`config.mk`:
```
export PLATFORM = sky130hd
export DESIGN_NAME = seq_pattern_tx
export DESIGN_NICKNAME = d
export VERILOG_FILES = /design/src/rtl/seq_pattern_tx.sv
export SDC_FILE = /design/constraint.sdc
export NUM_CORES = 1
export LEC_CHECK = 0
export BUFFER_PORTS_ARGS = -buffer_cell sky130_fd_sc_hd__clkbuf_2
export CAP_MARGIN = 20
export CORE_MARGIN = 4
export CORE_UTILIZATION = 55
export DETAILED_ROUTE_END_ITERATION = 10
export GPL_TIMING_DRIVEN = 0
export PLACE_DENSITY = 0.85
export REMOVE_ABC_BUFFERS = 1
export SLEW_MARGIN = 10
export SYNTH_ARGS = -nofsm -noshare
export SYNTH_HDL_FRONTEND = slang
export SYNTH_SLANG_ARGS = --single-unit
```
`constraint.sdc`:
```
create_clock -name clk -period 2 [get_ports clk]
set_input_delay 0.2 -clock clk [delete_from_list [all_inputs] [get_ports clk]]
set_output_delay 0.2 -clock clk [all_outputs]
set_load 0.01 [all_outputs]
```
`src/rtl/seq_pattern_tx.sv`:
```
// Serial pattern transmitter: shifts PATTERN out MSB-first, R copies separated by G zero bits.
// Define SEQ_TX_PARITY_EN to append an even-parity bit after every copy.
module seq_pattern_tx #(
   parameter int               PAT_W   = 4,
   parameter logic [PAT_W-1:0] PATTERN = 4'b1011,
   parameter int               CNT_W   = 8,
   parameter int               GAP_W   = 4
) (
   input  logic             clk,
   input  logic             rst,
   input  logic             start,
   input  logic [CNT_W-1:0] repeat_cnt,
   input  logic [GAP_W-1:0] gap_len,
   output logic             dout,
   output logic             dvalid,
   output logic             busy,
   output logic             done
);

   localparam int IDX_W = (PAT_W > 1) ? $clog2(PAT_W) : 1;
   localparam logic [IDX_W-1:0] IDX_TOP = IDX_W'(PAT_W - 1);

   localparam logic [2:0] ST_IDLE = 3'd0;
   localparam logic [2:0] ST_SEND = 3'd1;
   localparam logic [2:0] ST_GAP  = 3'd2;
   localparam logic [2:0] ST_DONE = 3'd3;
`ifdef SEQ_TX_PARITY_EN
   localparam logic [2:0] ST_PAR  = 3'd4;
   localparam logic       PAR_BIT = ^PATTERN;
`endif

   logic [2:0]       state_reg, state_next;
   logic [IDX_W-1:0] idx_reg, idx_next;
   logic [CNT_W-1:0] copy_reg, copy_next;
   logic [GAP_W-1:0] gap_reg, gap_next;
   logic [CNT_W-1:0] r_reg, r_next;
   logic [GAP_W-1:0] g_reg, g_next;
   logic             dout_reg, dout_next;
   logic             dvalid_reg, dvalid_next;
   logic             busy_reg, busy_next;
   logic             done_reg, done_next;

   // Where the transfer goes once a copy (and its parity bit, if any) is complete.
   logic [2:0]       adv_state;
   logic [IDX_W-1:0] adv_idx;
   logic [CNT_W-1:0] adv_copy;
   logic [GAP_W-1:0] adv_gap;

   always_comb begin
      adv_state = ST_SEND;
      adv_idx   = IDX_TOP;
      adv_copy  = copy_reg + CNT_W'(1);
      adv_gap   = gap_reg;
      if (copy_reg == r_reg) begin
         adv_state = ST_DONE;
         adv_idx   = idx_reg;
         adv_copy  = copy_reg;
      end else if (g_reg != '0) begin
         adv_state = ST_GAP;
         adv_idx   = idx_reg;
         adv_copy  = copy_reg;
         adv_gap   = g_reg;
      end
   end

   always_comb begin
      state_next = state_reg;
      idx_next   = idx_reg;
      copy_next  = copy_reg;
      gap_next   = gap_reg;
      r_next     = r_reg;
      g_next     = g_reg;
      case (state_reg)
         ST_IDLE: begin
            if (start) begin
               r_next = repeat_cnt;
               g_next = gap_len;
               if (repeat_cnt == '0) begin
                  state_next = ST_DONE;
               end else begin
                  state_next = ST_SEND;
                  idx_next   = IDX_TOP;
                  copy_next  = CNT_W'(1);
               end
            end
         end
         ST_SEND: begin
            if (idx_reg != '0) begin
               idx_next = idx_reg - IDX_W'(1);
            end else begin
`ifdef SEQ_TX_PARITY_EN
               state_next = ST_PAR;
`else
               state_next = adv_state;
               idx_next   = adv_idx;
               copy_next  = adv_copy;
               gap_next   = adv_gap;
`endif
            end
         end
`ifdef SEQ_TX_PARITY_EN
         ST_PAR: begin
            state_next = adv_state;
            idx_next   = adv_idx;
            copy_next  = adv_copy;
            gap_next   = adv_gap;
         end
`endif
         ST_GAP: begin
            if (gap_reg > GAP_W'(1)) begin
               gap_next = gap_reg - GAP_W'(1);
            end else begin
               state_next = ST_SEND;
               idx_next   = IDX_TOP;
               copy_next  = copy_reg + CNT_W'(1);
               gap_next   = '0;
            end
         end
         ST_DONE: state_next = ST_IDLE;
         default: state_next = ST_IDLE;
      endcase
   end

   // Outputs are decoded from the next state so they land in registers aligned with it.
   always_comb begin
      dout_next   = 1'b0;
      dvalid_next = 1'b0;
      busy_next   = 1'b0;
      done_next   = 1'b0;
      case (state_next)
         ST_SEND: begin
            dout_next   = PATTERN[idx_next];
            dvalid_next = 1'b1;
            busy_next   = 1'b1;
         end
         ST_GAP: begin
            dvalid_next = 1'b1;
            busy_next   = 1'b1;
         end
`ifdef SEQ_TX_PARITY_EN
         ST_PAR: begin
            dout_next   = PAR_BIT;
            dvalid_next = 1'b1;
            busy_next   = 1'b1;
         end
`endif
         ST_DONE: done_next = 1'b1;
         default: ;
      endcase
   end

   always_ff @(posedge clk) begin
      if (!rst) begin
         state_reg  <= ST_IDLE;
         idx_reg    <= '0;
         copy_reg   <= '0;
         gap_reg    <= '0;
         r_reg      <= '0;
         g_reg      <= '0;
         dout_reg   <= 1'b0;
         dvalid_reg <= 1'b0;
         busy_reg   <= 1'b0;
         done_reg   <= 1'b0;
      end else begin
         state_reg  <= state_next;
         idx_reg    <= idx_next;
         copy_reg   <= copy_next;
         gap_reg    <= gap_next;
         r_reg      <= r_next;
         g_reg      <= g_next;
         dout_reg   <= dout_next;
         dvalid_reg <= dvalid_next;
         busy_reg   <= busy_next;
         done_reg   <= done_next;
      end
   end

   assign dout   = dout_reg;
   assign dvalid = dvalid_reg;
   assign busy   = busy_reg;
   assign done   = done_reg;

endmodule

```
## Word-level counts from Yosys, hierarchy flattened

Index checks and enable logic that the tools add are counted.

- Register bits after elaboration: 32
- Input port bits: 15
- Output and inout bits: 4
- Logic and storage cells: 68

- $add $sub $neg: 3
- Order comparisons: 2
- Equality and inequality tests: 13
- Mux-type cells: 30
- Reduce and logical (&&, ||, !) cells: 11

Operator list:

| operator | number |
|---|---|
| 2-to-1 mux 8 bit | 6 |
| one-hot mux 8 bit (3 select lines) | 1 |
| 2-to-1 mux 2 bit | 9 |
| 2-to-1 mux 4 bit | 4 |
| != test 2 bit (second input constant) | 7 |
| == test 3 x 2 -> 1 bit (second input constant) | 3 |
| 2-to-1 mux 3 bit | 3 |
| one-hot mux 3 bit (3 select lines) | 1 |
| adder 8 x 1 -> 8 bit (second input constant) | 1 |
| == test 8 bit | 1 |
| logical NOT 8 bit | 1 |
| one-hot mux 4 bit (2 select lines) | 1 |
| AND reduction 7 bit | 1 |
| == test 3 x 1 -> 1 bit (second input constant) | 2 |
| one-hot mux 2 bit (3 select lines) | 1 |
| greater-than comparator 4 x 1 -> 1 bit (second input constant) | 1 |
| AND reduction 2 bit | 2 |
| AND reduction 4 bit | 1 |
| nonzero test 2 bit | 2 |
| nonzero test 4 bit | 1 |
| subtractor 4 x 1 -> 4 bit (second input constant) | 1 |
| logical NOT 3 bit | 1 |
| < comparator 2 x 3 -> 1 bit (second input constant) | 1 |
| 2-to-1 mux 1 bit | 3 |
| 4 further kinds | 4 |

## Longest topological paths before layout

- Depth in word-level cells: 8
- Mapped depth: 9
- Mapped depth without buffers: 8

## Least setup slack after synthesis

OpenSTA, ideal clock, no wires.

- Path kind: register to register
- From: register g_reg[0]
- To: register copy_reg[0]
- Library setup time: 0.128 ns
- Data arrival time: 1.600 ns
- Data required time: 1.872 ns
- Setup slack: 0.272 ns
- Cell stages (with the launch flop): 8
- Buffers on the path: 1
- Clock period less this slack: 1.728 ns
- Path through: dfxtp_1 > or4_4 > a21oi_2 > o21bai_2 > a21oi_2 > buf_6 > mux2i_1 > nor2_1

- Word-level cells in the longest chain between the ends: 3

RTL lines:

| what | RTL line | source |
|---|---|---|
| start, declared | 37 | `logic [GAP_W-1:0] g_reg, g_next;` |
| start signal, assigned | 170 | `g_reg <= g_next;` |
| nonzero test 4 bit | 58 | `end else if (g_reg != '0) begin` |
| != test 2 bit (no source line) | -- |  |
| AND reduction 7 bit (no source line) | -- |  |
| end signal, assigned | 167 | `copy_reg <= copy_next;` |
| end, declared | 34 | `logic [CNT_W-1:0] copy_reg, copy_next;` |

No other way between the ends.
A chain may end at the register's enable or synchronous reset.

## Final worst setup path

- From: register g_reg[0]
- To: register copy_reg[7]

The elaborated chain is that of the path after synthesis.

==> metrics.txt <==
status complete, no violations; critical path class flop to flop; first-pass GRT wire length 6170 um; FF+latch count, synth 32; vias per cell roughly 5.8; Layout area overhead 13.0%; sequential share of the synthesized area ~37%; Overflow after GRT 0; # diodes 0; CP max-delay cell or4_4; Psw 389 uW; Synth area leader dfxtp_1; most numerous cell in the Yosys netlist nand2_1; FMAX 521 MHz; final instance area 1930 um^2; initial antenna violation count 0; unrepaired setup endpoints after global routing true; CTS max path bufs 2; ys async rst share 0%; DRC violations left 0; internal power approximately 1.0 mW; Slew @ Worst Pin around 0.64 ns; Std-Cell Rows 19; chip width 63.7 um; IO Pins 19; FF-to-FF Start g_reg[0]; Post-Syn Area per Cell 8.22 um^2; worst-path cell chain or4_4 -> a21oi_2 -> o21bai_2 -> a21oi_4 -> nand4_1 -> mux2i_1; number of global-route vias before repair about 1,400; clock slew at reported path FFs 0.10 ns; Synth cell types 47; nature of the critical path startpoint flop; largest net degree at the start of global routing 21; Critical Path Source g_reg[0]; switching part of the total power 27.6%; Die Y 63.7 um; clock tree from TritonCTS built; P_leak 0.734 nW; initial DRC count 46; DRT Pass-1 Iters 4; Primary FF master, synth dfxtp_1; Layout Skew between 0.006 and 0.007 ns; dpl cell area 1780 um^2; top cells by area, synth dfxtp_1 37%, nand2_1 8.6%, a21oi_1 6.4%; core area 2850 um^2; Worst Path Max Fanout 6; dpl hpwl between 2000 and 3000 um; Data required, critical path 2.24 ns; DR vias 1,521; final-report setup violation count 0; number of port buffers 18; Clock Latency Late Sink 0.35 ns; clk sink count 32; Final Non-Filler Cells 261; Placed Instances around 250; Max Cap Viol 0; fraction of layout cells with a size suffix above 1 23.0%; overall global routing resource usage 19.2%; min cycle time layout a little under 2 ns; Max VDD drop between 0.5 and 0.6 mV; Clock power frac 35.0%; final worst-path cycle share 96.0%; Worst slew margin between 50% and 60%; top-area cell type share of the netlist area 37.5%; Final #Nets 247; CP Capture Type flop; Syn Inst Count approximately 210; Seq pwr share 49.0%; Post-DRT Antenna Nets 0; CTS Hold Bufs 0; WL/cell 14.1 um; HP Start gap_len[2]; total power between 1 and 1.5 mW; RePlAce Congestion a little under 0.9; initial core utilization 59.9%; H-tree levels 2; worst hold path type input pin to flop; synth warn 0; Comb pwr share 16.0%; total CTS buffers 5; Clk Tree Root Cell clkbuf_4; final WL 3690 um; max-slew violation count 0; arrival time worst endpoint approximately 2.2 ns; number of synthesized flops with an enable pin 0; P per Cell Area between 700 and 800 nW/um^2; Hold Fails Final Rpt 0; crit-path max cell delay 0.57 ns; top cells by count, synth 39 x nand2_1, 32 x dfxtp_1, 22 x a21oi_1; mapped cell area 1710 um^2; die footprint 4060 um^2
worst max-delay path, delay by kind of cell (launching register included):
| family | cells | cell delay, ns |
|---|---|---|
| muxes | 1 | 0.15 |
| and+or+nand+nor | 2 | 0.73 |
| AOI/OAI and AO/OA | 3 | 0.60 |
| DFF | 1 | 0.34 |
cell type report:
cell class              count  area [um^2]
multi-input cells         160         1020
fillers                   226          921
flip-flops and latches     32          642
repair buffers             23          128
clock inverters             3         42.5
well taps                  31         38.8
clock buffers               5         37.5
inverters                   7         26.3
through the flow:
step	utilization, %	TNS, ns	hold WS [ns]	setup WS (ns)
3_3_place_gp	62.5	-0.0695	0.424	-0.0454
4_1_cts	65.6	0	0.0586	0.0318
3_5_place_dp	62.5	-0.291	0.434	-0.0913
6_report	67.7	0	0.0692	0.0795
2_1_floorplan	-	0	0.322	0.116
5_1_grt	67.7	-0.0337	0.0594	-0.0315
power by group through the flow:
stage,logic [mW],registers (mW),clock network [mW]
after floorplan,0.146,0.700,0
after global placement,0.196,0.704,0
after detailed placement,0.201,0.704,0
after CTS,0.204,0.689,0.504
after global routing,0.251,0.696,0.545
final,0.226,0.691,0.495
final timing paths:
path	end	slack [ns]	cells after the start
min reg2reg	r_reg[4]	0.47	2
min	g_reg[2]	0.07	3
max reg2reg	copy_reg[7]	0.08	6
max	copy_reg[7]	0.08	6
logic make-up (layout without fill, tap and decap cells):
logic type	Yosys count	in the layout	synth area share, %
compound gates	55	56	22.5
xor+xnor	9	9	4.61
fa+ha+maj	3	3	2.20
buf+inv	17	38	4.76
flops	32	32	37.5
mux	5	5	3.00
other cells	1	1	0.219
simple gates	86	86	25.2
placed cells by master (no fill, tap or decap), drive strengths merged, types with 2 or more instances in the layout:
cell type  synthesis  routed
nand2b             2       2
dfxtp             32      32
a221o              2       2
nand3              2       2
a21oi             27      28
and2               2       2
a211oi             4       4
or2                2       2
mux2i              4       4
o21bai             2       2
nor4               3       3
o211ai             2       2
nand2             39      39
nand4              5       5
ha                 3       3
a31o               3       3
and3               6       6
xnor2              9       9
inv                7       7
nor2              17      17
clkbuf             5      23
buf                5       5
o21ai              8       8
nor3               3       3
layer usage:
layer	up-vias	global-route usage [%]	part of all wire, %
met2	46	29.3	48
li1	765	-	-
met3	7	5.25	6.3
met5	-	0	0
met1	703	25.0	44
met4	0	9.70	1.9
what timing repair did:
action                     CTS  global route
gates cloned                 0             1
resized for setup            1             5
pin swaps                    0             3
setup buffers                0             5
setup endpoints to repair    6            13
No activity file was read; power rests on OpenSTA's default activity.
